### src/rtl/tnn_csr_encoder.sv
// Dense ternary row to CSR stream encoder: emits row pointers and nonzero
// entries (column, sign) one item per cycle over a valid/ready stream.
module tnn_csr_encoder #(
   parameter int unsigned COL_CNT = 40,
   parameter int unsigned ROW_CNT = 10,
   parameter int unsigned COL_W   = $clog2(COL_CNT),
   parameter int unsigned CNT_W   = $clog2(ROW_CNT*COL_CNT+1)
) (
   input  logic               clk,
   input  logic               rst,
   input  logic               start,
   input  logic               row_valid,
   output logic               row_ready,
   input  logic [COL_CNT-1:0] row_mask,
   input  logic [COL_CNT-1:0] row_sign,
   output logic               out_valid,
   input  logic               out_ready,
   output logic               out_kind,
   output logic [CNT_W-1:0]   out_data,
   output logic               out_sign,
   output logic               done,
   output logic [CNT_W-1:0]   nnz_total
);

   localparam int unsigned ROW_W = $clog2(ROW_CNT+1);

   typedef enum logic [2:0] {
      S_IDLE,
      S_PTR,
      S_LOAD,
      S_EMIT,
      S_DONE
   } state_t;

   state_t             state_q, state_d;
   logic [COL_CNT-1:0] mask_q, mask_d;
   logic [COL_CNT-1:0] rsign_q, rsign_d;
   logic [ROW_W-1:0]   rows_q, rows_d;
   logic [CNT_W-1:0]   nnz_q, nnz_d;
   logic               out_valid_q, out_valid_d;
   logic               out_kind_q, out_kind_d;
   logic [CNT_W-1:0]   out_data_q, out_data_d;
   logic               out_sign_q, out_sign_d;
   logic               row_ready_q, row_ready_d;
   logic               done_q, done_d;

   logic [COL_CNT-1:0] rem_mask;
   logic [COL_W-1:0]   rem_idx;
   logic [COL_W-1:0]   row_idx;

   // Index of the lowest set bit; 0 for an empty mask.
   function automatic logic [COL_W-1:0] lowest(input logic [COL_CNT-1:0] m);
      logic [COL_W-1:0] idx;
      idx = '0;
      for (int i = int'(COL_CNT) - 1; i >= 0; i--) begin
         if (m[i]) idx = COL_W'(i);
      end
      return idx;
   endfunction

   // Remaining mask after the presented (lowest) entry is accepted.
   assign rem_mask = mask_q & (mask_q - COL_CNT'(1));
   assign rem_idx  = lowest(rem_mask);
   assign row_idx  = lowest(row_mask);

   always_comb begin
      state_d     = state_q;
      mask_d      = mask_q;
      rsign_d     = rsign_q;
      rows_d      = rows_q;
      nnz_d       = nnz_q;
      out_valid_d = out_valid_q;
      out_kind_d  = out_kind_q;
      out_data_d  = out_data_q;
      out_sign_d  = out_sign_q;
      row_ready_d = row_ready_q;
      done_d      = done_q;

      case (state_q)
         S_IDLE, S_DONE: begin
            if (start) begin
               state_d     = S_PTR;
               mask_d      = '0;
               rows_d      = '0;
               nnz_d       = '0;
               done_d      = 1'b0;
               out_valid_d = 1'b1;
               out_kind_d  = 1'b1;
               out_data_d  = '0;
               out_sign_d  = 1'b0;
            end
         end
         S_PTR: begin
            if (out_ready) begin
               out_valid_d = 1'b0;
               out_kind_d  = 1'b0;
               out_data_d  = '0;
               out_sign_d  = 1'b0;
               if (rows_q == ROW_W'(ROW_CNT)) begin
                  state_d = S_DONE;
                  done_d  = 1'b1;
               end else begin
                  state_d     = S_LOAD;
                  row_ready_d = 1'b1;
               end
            end
         end
         S_LOAD: begin
            if (row_valid) begin
               row_ready_d = 1'b0;
               mask_d      = row_mask;
               rsign_d     = row_sign;
               rows_d      = rows_q + ROW_W'(1);
               out_valid_d = 1'b1;
               if (row_mask == '0) begin
                  state_d    = S_PTR;
                  out_kind_d = 1'b1;
                  out_data_d = nnz_q;
                  out_sign_d = 1'b0;
               end else begin
                  state_d    = S_EMIT;
                  out_kind_d = 1'b0;
                  out_data_d = CNT_W'(row_idx);
                  out_sign_d = row_sign[row_idx];
               end
            end
         end
         S_EMIT: begin
            if (out_ready) begin
               mask_d = rem_mask;
               nnz_d  = nnz_q + CNT_W'(1);
               if (rem_mask == '0) begin
                  state_d    = S_PTR;
                  out_kind_d = 1'b1;
                  out_data_d = nnz_q + CNT_W'(1);
                  out_sign_d = 1'b0;
               end else begin
                  out_kind_d = 1'b0;
                  out_data_d = CNT_W'(rem_idx);
                  out_sign_d = rsign_q[rem_idx];
               end
            end
         end
         default: state_d = S_IDLE;
      endcase
   end

   always_ff @(posedge clk or negedge rst) begin
      if (!rst) begin
         state_q     <= S_IDLE;
         mask_q      <= '0;
         rsign_q     <= '0;
         rows_q      <= '0;
         nnz_q       <= '0;
         out_valid_q <= 1'b0;
         out_kind_q  <= 1'b0;
         out_data_q  <= '0;
         out_sign_q  <= 1'b0;
         row_ready_q <= 1'b0;
         done_q      <= 1'b0;
      end else begin
         state_q     <= state_d;
         mask_q      <= mask_d;
         rsign_q     <= rsign_d;
         rows_q      <= rows_d;
         nnz_q       <= nnz_d;
         out_valid_q <= out_valid_d;
         out_kind_q  <= out_kind_d;
         out_data_q  <= out_data_d;
         out_sign_q  <= out_sign_d;
         row_ready_q <= row_ready_d;
         done_q      <= done_d;
      end
   end

   assign out_valid = out_valid_q;
   assign out_kind  = out_kind_q;
   assign out_data  = out_data_q;
   assign out_sign  = out_sign_q;
   assign row_ready = row_ready_q;
   assign done      = done_q;
   assign nnz_total = nnz_q;

endmodule

### config.mk
export PLATFORM = sky130hd
export DESIGN_NAME = tnn_csr_encoder
export DESIGN_NICKNAME = d
export VERILOG_FILES = /design/src/rtl/tnn_csr_encoder.sv
export SDC_FILE = /design/constraint.sdc
export NUM_CORES = 1
export LEC_CHECK = 0
export CAP_MARGIN = 10
export CORE_UTILIZATION = 45
export CTS_BUF_LIST = sky130_fd_sc_hd__clkbuf_4 sky130_fd_sc_hd__clkbuf_8
export DETAILED_ROUTE_END_ITERATION = 6
export PLACE_DENSITY = 0.7
export SYNTH_ARGS = -nofsm -noshare
export SYNTH_HDL_FRONTEND = slang
export SYNTH_SLANG_ARGS = --single-unit
### constraint.sdc
create_clock -name clk -period 3.8 [get_ports clk]
set_input_delay 0.76 -clock clk [delete_from_list [all_inputs] [get_ports clk]]
set_output_delay 0.76 -clock clk [all_outputs]
set_load 0.02 [all_outputs]
Word level (Yosys, flattened, before mapping)
Index checks and enable logic that the tools add are counted.
{"block": "totals", "inputBits": 85, "output_inout_bits": 23, "reg_bits": 110}
{"block": "classes", "add_sub_neg": 3, "n_reduce_logical": 20, "order_cmp": 2, "n_bitwise": 1, "muxes": 130, "eq_ne": 12}
{"cell": "2-to-1 mux 6 bit", "n": 80}
{"cell": "2-to-1 mux 40 bit", "n": 3}
{"cell": "one-hot mux 40 bit (3 select lines)", "n": 1}
{"cell": "zero test 40 bit", "n": 2}
{"cell": "2-to-1 mux 9 bit", "n": 7}
{"cell": "bitwise AND 40 bit", "n": 1}
{"cell": "subtractor 40 x 1 -> 40 bit (second input constant)", "n": 1}
{"cell": "one-hot mux 9 bit (4 select lines)", "n": 1}
{"cell": "2-to-1 mux 1 bit", "n": 19}
{"cell": "2-to-1 mux 3 bit", "n": 6}
{"cell": "one-hot mux 9 bit (2 select lines)", "n": 1}
{"cell": "AND reduction 4 bit", "n": 4}
{"cell": "< comparator 6 x 7 -> 1 bit (second input constant)", "n": 2}
{"cell": "inequality test 2 bit (second input constant)", "n": 7}
{"cell": "binary-select mux 1 bit (select 6 bit)", "n": 2}
{"cell": "one-hot mux 3 bit (4 select lines)", "n": 1}
{"cell": "AND reduction 5 bit", "n": 2}
{"cell": "adder 9 x 1 -> 9 bit (second input constant)", "n": 1}
{"cell": "2-to-1 mux 4 bit", "n": 2}
{"cell": "one-hot mux 1 bit (4 select lines)", "n": 2}
{"cell": "one-hot mux 4 bit (2 select lines)", "n": 1}
{"cell": "nonzero test 2 bit", "n": 4}
{"cell": "equality test 3 x 2 -> 1 bit (second input constant)", "n": 2}
{"cell": "AND reduction 3 bit", "n": 2}
{"cell": "12 further kinds", "n": 14}

Depth between registers and ports, before layout
Gate-level depths: netlist (run 1).
{"block": "depth", "ltp_word": 47, "depth_mapped": 15}

Worst setup path before layout (run 1)
No wires, ideal clock.
{"block": "synth_path", "path_kind": "input to register", "startpoint": "input port row_mask[9]", "endpoint": "register out_sign_q, in the netlist out_sign", "stages": 12, "arrival_ns": 3.618, "n_path_buf": 2, "setup_time_ns": 0.133, "setup_slack_ns": 0.049, "cell_sequence": "nor3_1 -> o21ai_0 -> or4b_2 -> o211ai_1 -> clkbuf_1 -> clkbuf_1 -> mux2i_1 -> mux2i_1 -> a31oi_1 -> o21ai_0 -> o211ai_1 -> o211ai_2"}
{"block": "synth_via", "elab_chain_len": 15}
{"element": "start: declaration", "line": "14", "source": "input logic [COL_CNT-1:0] row_mask,"}
{"element": "2-to-1 mux 6 bit (10 in series)", "line": "56", "source": "if (m[i]) idx = COL_W'(i);"}
{"element": "binary-select mux 1 bit (select 6 bit)", "line": "124", "source": "out_sign_d = row_sign[row_idx];"}
{"element": "2-to-1 mux 1 bit (not written as such)", "line": "124"}
{"element": "2-to-1 mux 1 bit (*)", "line": "115", "source": "if (row_mask == '0) begin"}
{"element": "2-to-1 mux 1 bit (*)", "line": "109", "source": "if (row_valid) begin"}
{"element": "one-hot mux 1 bit (4 select lines) (*)", "line": "79", "source": "case (state_q)"}
{"element": "end signal: assignment", "line": "170", "source": "out_sign_q <= out_sign_d;"}
{"element": "end: declaration", "line": "43", "source": "logic out_sign_q, out_sign_d;"}
Mark *: on every way between the ends. The rest lies on a longest branch, timed or not. The select of a mux whose other input is x is not followed.
A chain may end at the register's enable or synchronous reset.

Worst setup path in the final report (run 1)
{"block": "layout_path", "startpoint": "register mask_q[0]", "endpoint": "register out_sign_q, in the netlist out_sign"}
{"block": "layout_via", "elab_chain_len": 47}
{"element": "start: declaration", "line": "36", "source": "logic [COL_CNT-1:0] mask_q, mask_d;"}
{"element": "start signal: assignment", "line": "163", "source": "mask_q <= mask_d;"}
{"element": "subtractor 40 x 1 -> 40 bit", "line": "62", "source": "assign rem_mask = mask_q & (mask_q - COL_CNT'(1));"}
{"element": "bitwise AND 40 bit (*)", "line": "62"}
{"element": "2-to-1 mux 6 bit (40 in series)", "line": "56"}
{"element": "binary-select mux 1 bit (select 6 bit)", "line": "140", "source": "out_sign_d = rsign_q[rem_idx];"}
{"element": "2-to-1 mux 1 bit (not written as such)", "line": "140"}
{"element": "2-to-1 mux 1 bit (*)", "line": "132", "source": "if (rem_mask == '0) begin"}
{"element": "2-to-1 mux 1 bit (*)", "line": "129", "source": "if (out_ready) begin"}
{"element": "one-hot mux 1 bit (4 select lines) (*)", "line": "79"}
Marked as above.

==> results of run 1 <==
routing by layer:
metal  vias to the layer above  wire (um)
li1                       4118          -
met1                      4270      12000
met2                       353      13000
met3                        66       1650
met4                         0       1020
met5                         -          0
worst max-delay path, delay by kind of cell, from the launching register on:
kind | cells | cell delay, ps
AOI/OAI and AO/OA | 7 | 1190
buffers and inverters | 4 | 730
DFF | 1 | 470
muxes | 3 | 550
and+or+nand+nor | 2 | 790
final cells by class:
cell class | count | area (um^2) | area share, %
sequential | 110 | 2760 | 25.7
inverter | 25 | 93.8 | 0.874
timing repair buffer | 275 | 2380 | 22.2
multi-input combinational | 790 | 5030 | 46.9
tap | 225 | 282 | 2.62
clock buffer | 10 | 138 | 1.28
clock inverter | 6 | 50.0 | 0.466
power groups by stage:
stage	clock [mW]	combinational [mW]	sequential [mW]
5_1_grt	0.772	8.00	2.05
2_1_floorplan	0	4.01	1.93
3_3_place_gp	0	6.60	1.96
4_1_cts	0.726	6.88	1.97
3_5_place_dp	0	6.67	1.98
6_report	0.722	7.45	2.00
kinds of logic after synthesis:
family,synth area share [%]
adders and majority gates,0.729
and+or+nand+nor,25.2
DFF,34.9
buffers and inverters,4.15
muxes,5.28
xor gates and xnor gates,0.555
AOI/OAI and AO/OA,29.2
timing repair:
action | 4_1_cts | 5_1_grt
resized for setup | 11 | 33
pin swaps | 4 | 12
cloned | 1 | 0
setup endpoints to repair | 2 | 7
buffers inserted | 1 | 7
sequential cells by signal, summed over array words and instances (netlist names):
signal / count
done: 1
out_sign: 1
out_data: 9
mask_q: 40
out_valid: 1
out_kind: 1
rows_q: 4
state_q: 3
rsign_q: 40
nnz_total: 9
row_ready: 1
final timing paths:
check | to | slack [ps] | cells past startpoint
max | out_sign$_DFFE_PN0P_ | 7 | 16
min in group clk | rsign_q[39]$_DFFE_PN0P_ | 490 | 2
min | mask_q[18]$_DFFE_PN0P_ | 320 | 1
max reg2reg | out_sign$_DFFE_PN0P_ | 7 | 16
min reg2reg | rsign_q[39]$_DFFE_PN0P_ | 490 | 2
max in group asynchronous | mask_q[31]$_DFFE_PN0P_ | 2720 | 2
metrics by stage:
step	area (um^2)	instances	hold WS, ps
6_report	10700	1441	323
5_1_grt	10700	1441	354
4_1_cts	10500	1434	337
3_5_place_dp	10300	1416	459
3_3_place_gp	10300	1416	453
2_1_floorplan	7900	983	437
synth_stat cells, types with 5 or more instances:
master     number  share of area [%]
a211oi_1        5               0.48
a21o_1          8               0.76
a21oi_1        45                2.9
a221oi_1        6               0.67
a22o_1         39                4.3
a22oi_1        10               0.95
a31oi_1         7               0.55
and2_1          7               0.55
and3_1         12               0.95
buf_2           7               0.44
clkbuf_1       49                2.3
dfrtp_1       110                 35
inv_1          25                1.2
mux2_2         13                1.9
mux2i_1        27                3.4
nand2_1       197                9.4
nand2b_1        5               0.40
nand3_1        22                1.4
nand4_1         9               0.71
nor2_1         75                3.6
nor2b_1         5               0.40
nor3_1         27                1.7
nor4_1         16                1.3
o2111ai_1       5               0.55
o211ai_1        9               0.86
o21a_1          7               0.67
o21ai_0        80                5.1
o21bai_1        6               0.57
o31a_1          8               0.89
o31ai_1        16                1.5
or2_2           8               0.63
or3_1          12               0.95
==> run metrics, run 1 <==
Most Crowded Layer GR=met2; M2 GR Usage=50.9%; DRT Pass-1 Iters=5; Final Hold Viols=0; most frequent cells in the layout=nand2_1, buf_4, dfrtp_1; Comb power frac=73.2%; drt initial violations=830; post-synthesis async set-or-reset flop share=100%; CP Capture Type=register; worst setup slack after layout=6.59 ps; initial antenna violation count=0; register area share after synthesis=34.9%; Cell variety after synth=87; clk buf depth=2; vias per cell=6.11; CP dominant cell by count=buf_4; total track usage=31.4%; Die ar.=18,100 um^2; first-pass GRT wire length=44,600 um; Residual DRC=0; number of antenna diodes=0; most common cell after layout, fill and taps aside=nand2_1; Final Total Pwr=10.2 mW; critical path data arrival time=4140 ps; crit path max fanout=6; vias in the first global route=8,589; sw frac=48.1%; Antenna Nets Post-Route=0; Mapped Cells=983; gp weighted congestion=0.938; final setup vio count=0; Clk pwr share=7.1%; H-Tree Depth=3; Hold WC Path Type=input port to async pin; CTS Sinks=110; number of flops mapped to enable cells by yosys=0; number of synthesized register bits=110; CTS Hold Buffers Added=0; Crit. Startpoint=mask_q[0]$_DFFE_PN0P_; RR Startpoint=mask_q[0]$_DFFE_PN0P_; final setup TNS=0 ps; Setup CP Type=register to register; Synth Net Count=1,071; Peak VDD IR=646 uV; Final Slew Violations=0; P&R area growth vs syn=36.0%; sequential power share=19.7%; minimum clock period=3790 ps; via count=8,807; RSZ-0062 raised after global routing=true; crit-path cells=buf_4, or4_4, nor3_2, mux2i_1, o31ai_1, buf_4, a2111oi_4, buf_4, a221oi_4, buf_4, o21ai_4, mux2i_1, mux2_2, a2111oi_4, a211oi_2, o211ai_2; Int Pwr=5.28 mW; CTS Buf Count=9; clk slew on worst S/H paths=120 ps; status=finished, final reports clean; crit path max-delay cell type=or4_4; layout cells sized above 1=21.6%; die height=134 um; # Max-Cap Violations=0; CTS root buf=clkbuf_8; clock latency on the worst-skew pair=410 ps; CP peak stage delay=580 ps; GR Util met1=42.0%; CTS tree=done; largest net degree at the start of global routing=47; initial cell density of the core=45.8%; Slew @ Worst Pin=956 ps; hpwl dp=20,900 um; sw power=4.89 mW; number of port buffers=107; final wirelength=27,600 um; Net count, final=1,299; FP Rows=48; pre-CTS WS=-274 ps; drt wl/cell=19.2 um; syn avg cell area=8.03 um^2; final clock period utilization by the worst path=99.8%; Worst Path Required=4150 ps; fillers=1,540; leakage power=4.71 nW; Max Freq=264 MHz; Synth Flop Type=dfrtp_1; met3 GRT Util=4.54%; Worst Skew=10.6 ps; core area=17,200 um^2; CP Launch Type=register; Mapped Area=7900 um^2; Synthesis Warnings=0; final core utilization=62.3%; I/O pin cnt=108; pwr dens=947 nW/um^2; Slew Limit Headroom=35.7%; die width=134 um; Congestion Overflow GR=0
Note: power is estimated with default switching activity, not from simulation.
==> run 2: changes to the inputs <==
- CORE_UTILIZATION: 45 -> 50
- PLACE_DENSITY: 0.7 -> 0.77
==> run 2 against run 1 <==
Against the previous run: sequential share of layout area rose by 0.057 points; maximum frequency shrank 5.3%; the run now ends with negative setup slack left; die area is 9.9% lower; total power increased by 1.1%; first-iteration DRC count rose by 37%; utilization grew 7.7 points; clock skew rose by 6.0 ps; critical path depth is 3 lower; largest power group unchanged; register-to-register slack got worse by 210 ps; clock power is 2% higher; global-route usage is 3.2 points higher.
==> run metrics, run 2 (same netlist as run 1, synthesis figures left out) <==
most frequent cells in the layout=nand2_1, buf_4, dfrtp_1; Final Total Pwr=10.3 mW; Setup CP Type=register to register; RR Startpoint=mask_q[0]$_DFFE_PN0P_; final clock period utilization by the worst path=105%; CP Capture Type=register; crit-path cells=buf_4, nor4_4, nand2_2, or3_4, a32o_2, a2111oi_4, o211ai_4, o21ai_4, mux2_4, o31ai_4, o22ai_2, a211oi_2, o211ai_2; sw power=5.00 mW; vias in the first global route=8,326; failing checks=negative setup slack; I/O pin cnt=108; Worst Skew=16.6 ps; status=finished, violations left; Final Slew Violations=0; leakage power=4.72 nW; delay-heaviest family, CP=compound AO/OA/AOI/OAI gates; CTS tree=done; Congestion Overflow GR=0; initial cell density of the core=51.6%; largest registers=mask_q: 40 flops, rsign_q: 40 flops; worst setup slack after layout=-205 ps; Clk pwr share=7.2%; final setup vio count=1; minimum clock period=4010 ps; # Max-Cap Violations=0; Die ar.=16,300 um^2; H-Tree Depth=3; initial antenna violation count=0; Hold WC Path Type=input port to async pin; crit path max fanout=7; layout cells sized above 1=21.8%; r2r setup slk=-210 ps; met3 GRT Util=5.09%; CTS Sinks=110; die height=128 um; Residual DRC=0; clk buf depth=2; reg2reg path depth=13; Most Crowded Layer GR=met2; critical path data arrival time=4300 ps; M2 GR Usage=55.5%; Worst Path Required=4090 ps; Antenna Nets Post-Route=0; clock latency on the worst-skew pair=410 ps; core area=15,300 um^2; final setup TNS=-205 ps; crit path max-delay cell type=a2111oi_4; CTS Buf Count=9; Hold WS=414 ps; clk slew on worst S/H paths=130 ps; number of port buffers=107; CP peak stage delay=480 ps; Peak VDD IR=699 uV; FP Rows=45; DRT Pass-1 Iters=6; first-pass GRT wire length=43,800 um; largest net degree at the start of global routing=58; Max Freq=250 MHz; vias per cell=6.25; Slew Limit Headroom=39.8%; final non-filler cell total=1,426; pwr dens=959 nW/um^2; sw frac=48.7%; number of antenna diodes=0; total track usage=34.6%; FF-to-FF End=out_sign$_DFFE_PN0P_; Post-DP Area=10,200 um^2; most common cell after layout, fill and taps aside=nand2_1; via count=8,917; CTS root buf=clkbuf_8; CP bufs+invs=1; Slew @ Worst Pin=901 ps; GR Util met1=45.7%; Final Hold Viols=0; drt initial violations=1,134; Comb power frac=73.4%; Final Cell Area=10,700 um^2; Net count, final=1,299; DP Cell Count=1,400; drt wl/cell=19.3 um; hpwl dp=20,400 um; sequential power share=19.4%; Int Pwr=5.28 mW; P&R area growth vs syn=35.7%; CP Launch Type=register; gp weighted congestion=0.985; RSZ-0062 raised after global routing=true; final wirelength=27,500 um; die width=128 um
run 2: changes by cell type in the layout (fill, tap and decap cells not counted), moves of 3 or more:
cell,change
nor3_2,+5
nor4_2,-5
nor4_1,+4
nor3_4,-3
run 2: area by class of cell:
| class | instances | area (um^2) |
|---|---|---|
| flip-flops and latches | 110 | 2760 |
| clock buffers | 9 | 124 |
| repair buffers | 276 | 2400 |
| inverters | 25 | 93.8 |
| multi-input cells | 789 | 5020 |
| fillers | 1269 | 4600 |
| clock inverters | 6 | 60.1 |
| well taps | 211 | 264 |
run 2: per-stage QoR:
| stage | worst slack (ps) | util [%] |
|---|---|---|
| floorplan | 49.1 | - |
| global placement | -144 | 66.8 |
| detailed placement | -237 | 66.8 |
| CTS | 2.32 | 69.1 |
| global route | -343 | 70.0 |
| finish | -205 | 70.0 |
run 2: timing repair:
| item | 4_1_cts | 5_1_grt |
|---|---|---|
| buffers inserted | 9 | 2 |
| hold buffers | 0 | 0 |
| endpoints found under the hold margin | 0 | 0 |
| endpoints found under the setup margin | 1 | 6 |
| gates resized for setup | 25 | 21 |
| pin swaps | 10 | 9 |
run 2: metal layers:
| layer | share of wire (%) | routed length, um |
|---|---|---|
| met4 | 4.8 | 1330 |
| met2 | 46 | 12800 |
| met5 | 0 | 0 |
| met1 | 40 | 11100 |
| met3 | 8.3 | 2270 |
run 2: worst max path at each step:
stage	startpoint	cells after the start	slack, ps	endpoint
5_1_grt	mask_q[0]$_DFFE_PN0P_	13	-340	out_sign$_DFFE_PN0P_
4_1_cts	mask_q[3]$_DFFE_PN0P_	12	2	out_sign$_DFFE_PN0P_
3_5_place_dp	mask_q[0]$_DFFE_PN0P_	12	-240	out_sign$_DFFE_PN0P_
6_report	mask_q[0]$_DFFE_PN0P_	13	-210	out_sign$_DFFE_PN0P_
2_1_floorplan	row_mask[9]	12	50	out_sign$_DFFE_PN0P_
3_3_place_gp	mask_q[0]$_DFFE_PN0P_	13	-140	out_sign$_DFFE_PN0P_
run 2: worst reg2reg max path: stages (launching register included):
cell       delay [ps]
dfrtp_2           450
buf_4             150
nor4_4            360
nand2_2           160
or3_4             400
a32o_2            250
a2111oi_4         480
o211ai_4          200
o21ai_4           370
mux2_4            360
o31ai_4           210
o22ai_2           130
a211oi_2          280
o211ai_2          100
run 2: power groups by stage:
stage	combinational, mW	sequential (mW)	clock [mW]
final	7.54	2.00	0.735
after global routing	8.05	2.05	0.791
after CTS	7.01	1.97	0.749
after detailed placement	6.59	1.99	0
after global placement	6.52	1.97	0
after floorplan	4.01	1.93	0
==> run 3: changes to the inputs <==
- GPL_ROUTABILITY_DRIVEN: unset -> 0
==> run 3 against run 2 <==
Against the previous run: the flow still finishes with violations (negative setup slack); die area unchanged; clock-buffer cell count did not move; worst hold slack improved by 24 ps; first-iteration DRC count is 17% lower; maximum frequency increased by 2.7%; sequential share of layout area barely moved; combinational power shrank 2%; final area about the same; critical endpoint unchanged.
==> run metrics, run 3 (same netlist as run 1, synthesis figures left out) <==
CP peak stage delay=410 ps; hpwl dp=19,600 um; Setup CP Type=register to register; CTS root buf=clkbuf_8; CTS tree=done; CP bufs+invs=4; DRT Pass-1 Iters=5; final clock period utilization by the worst path=103%; die height=128 um; final core utilization=70.0%; CP Capture Type=register; clk buf depth=2; Residual DRC=0; Slew Limit Headroom=35.3%; Max Freq=257 MHz; initial antenna violation count=0; Final Slew Violations=0; most frequent cells in the layout=nand2_1, buf_4, dfrtp_1; number of antenna diodes=0; Final Total Pwr=10.2 mW; P&R area growth vs syn=35.8%; minimum clock period=3900 ps; Net count, final=1,296; # Max-Cap Violations=0; crit path max-delay cell type=dfrtp_1; pre-CTS WS=-220 ps; CTS Buf Count=9; clock latency on the worst-skew pair=410 ps; CP Launch Type=register; CTS Sinks=110; drt wl/cell=18.7 um; FP Rows=45; I/O pin cnt=108; Congestion Overflow GR=0; final wirelength=26,600 um; largest registers=mask_q: 40 flops, rsign_q: 40 flops; DR top layer=met4; drt initial violations=946; status=finished, violations left; final setup vio count=1; initial cell density of the core=51.6%; pwr dens=949 nW/um^2; RSZ-0062 raised after global routing=true; number of port buffers=107; first-pass GRT wire length=42,200 um; H-Tree Depth=3; Worst Skew=15.6 ps; Peak VDD IR=701 uV; crit-path cells=buf_4, nor4_4, buf_4, nand2_2, or3_4, a32o_2, a2111oi_4, buf_4, o211ai_4, o21ai_4, buf_12, mux2_2, o31ai_2, o22ai_1, a211oi_2, o211ai_2; worst setup slack after layout=-98.4 ps; Antenna Nets Post-Route=0; failing checks=negative setup slack; fillers=1,242; met1 WL=11,300 um; delay-heaviest family, CP=compound AO/OA/AOI/OAI gates; Detail Route met2 WL=12,600 um; layout cells sized above 1=21.2%; Die ar.=16,300 um^2; Slew @ Worst Pin=968 ps; crit path max fanout=5; vias per cell=6.20; Worst Path Required=4110 ps; Met3 Wirelength=1780 um; core area=15,300 um^2; largest net degree at the start of global routing=62; via count=8,822; die width=128 um; vias in the first global route=8,194; clk slew on worst S/H paths=120 ps; leakage power=4.72 nW; critical path data arrival time=4200 ps; total track usage=33.1%; Final Hold Viols=0; most common cell after layout, fill and taps aside=nand2_1; CP dominant cell by count=buf_4; Hold WC Path Type=input port to async pin
-- run 3: cell count changes in the layout (fill, tap and decap cells not counted), sizes merged --
cell,delta
bufinv,+1
inv,-2
buf,-3
clkinv,+1
-- run 3: area by class of cell --
cell class                      instances  area, um^2  share of cell area [%]
Clock inverter                          6        76.3                   0.712
Multi-Input combinational cell        789        5010                    46.7
Tap cell                              211         264                    2.46
Clock buffer                            9         124                    1.16
Inverter                               25        93.8                   0.875
Sequential cell                       110        2760                    25.7
Timing Repair Buffer                  273        2400                    22.4
-- run 3: worst paths after layout --
path,start,end,slack (ps),cells after the start
setup reg to reg,mask_q[1]$_DFFE_PN0P_,out_sign$_DFFE_PN0P_,-100,16
hold / removal,rst,mask_q[18]$_DFFE_PN0P_,440,1
min in group clk,rsign_q[0]$_DFFE_PN0P_,rsign_q[0]$_DFFE_PN0P_,490,2
hold reg to reg,rsign_q[0]$_DFFE_PN0P_,rsign_q[0]$_DFFE_PN0P_,490,2
max in group asynchronous,rst,rsign_q[5]$_DFFE_PN0P_,2600,2
setup / recovery,mask_q[1]$_DFFE_PN0P_,out_sign$_DFFE_PN0P_,-100,16
-- run 3: what timing repair did --
item,CTS,global route
setup endpoints to repair,1,8
hold buffers,0,0
gates resized for setup,14,27
buffers inserted,4,10
pin swaps,3,9
-- run 3: report_power, final --
group          internal [mW]  switching [mW]  total (mW)
clock                  0.315           0.460       0.775
sequential              1.60           0.408        2.01
combinational           3.45            3.95        7.40
total                   5.36            4.82        10.2
-- run 3: layer usage --
metal	track usage, %	vias up
met5	0	-
met4	13.6	0
met3	4.84	71
met2	54.5	410
met1	43.8	4235
li1	-	4106
-- run 3: per-stage QoR --
step,hold WS [ps],std cells,setup TNS (ps),cell area [um^2]
after global routing,500,1423,-238,10700
after global placement,452,1394,-170,10200
after detailed placement,462,1394,-220,10200
final,438,1423,-98.4,10700
after CTS,458,1413,0,10500
after floorplan,437,983,0,7900
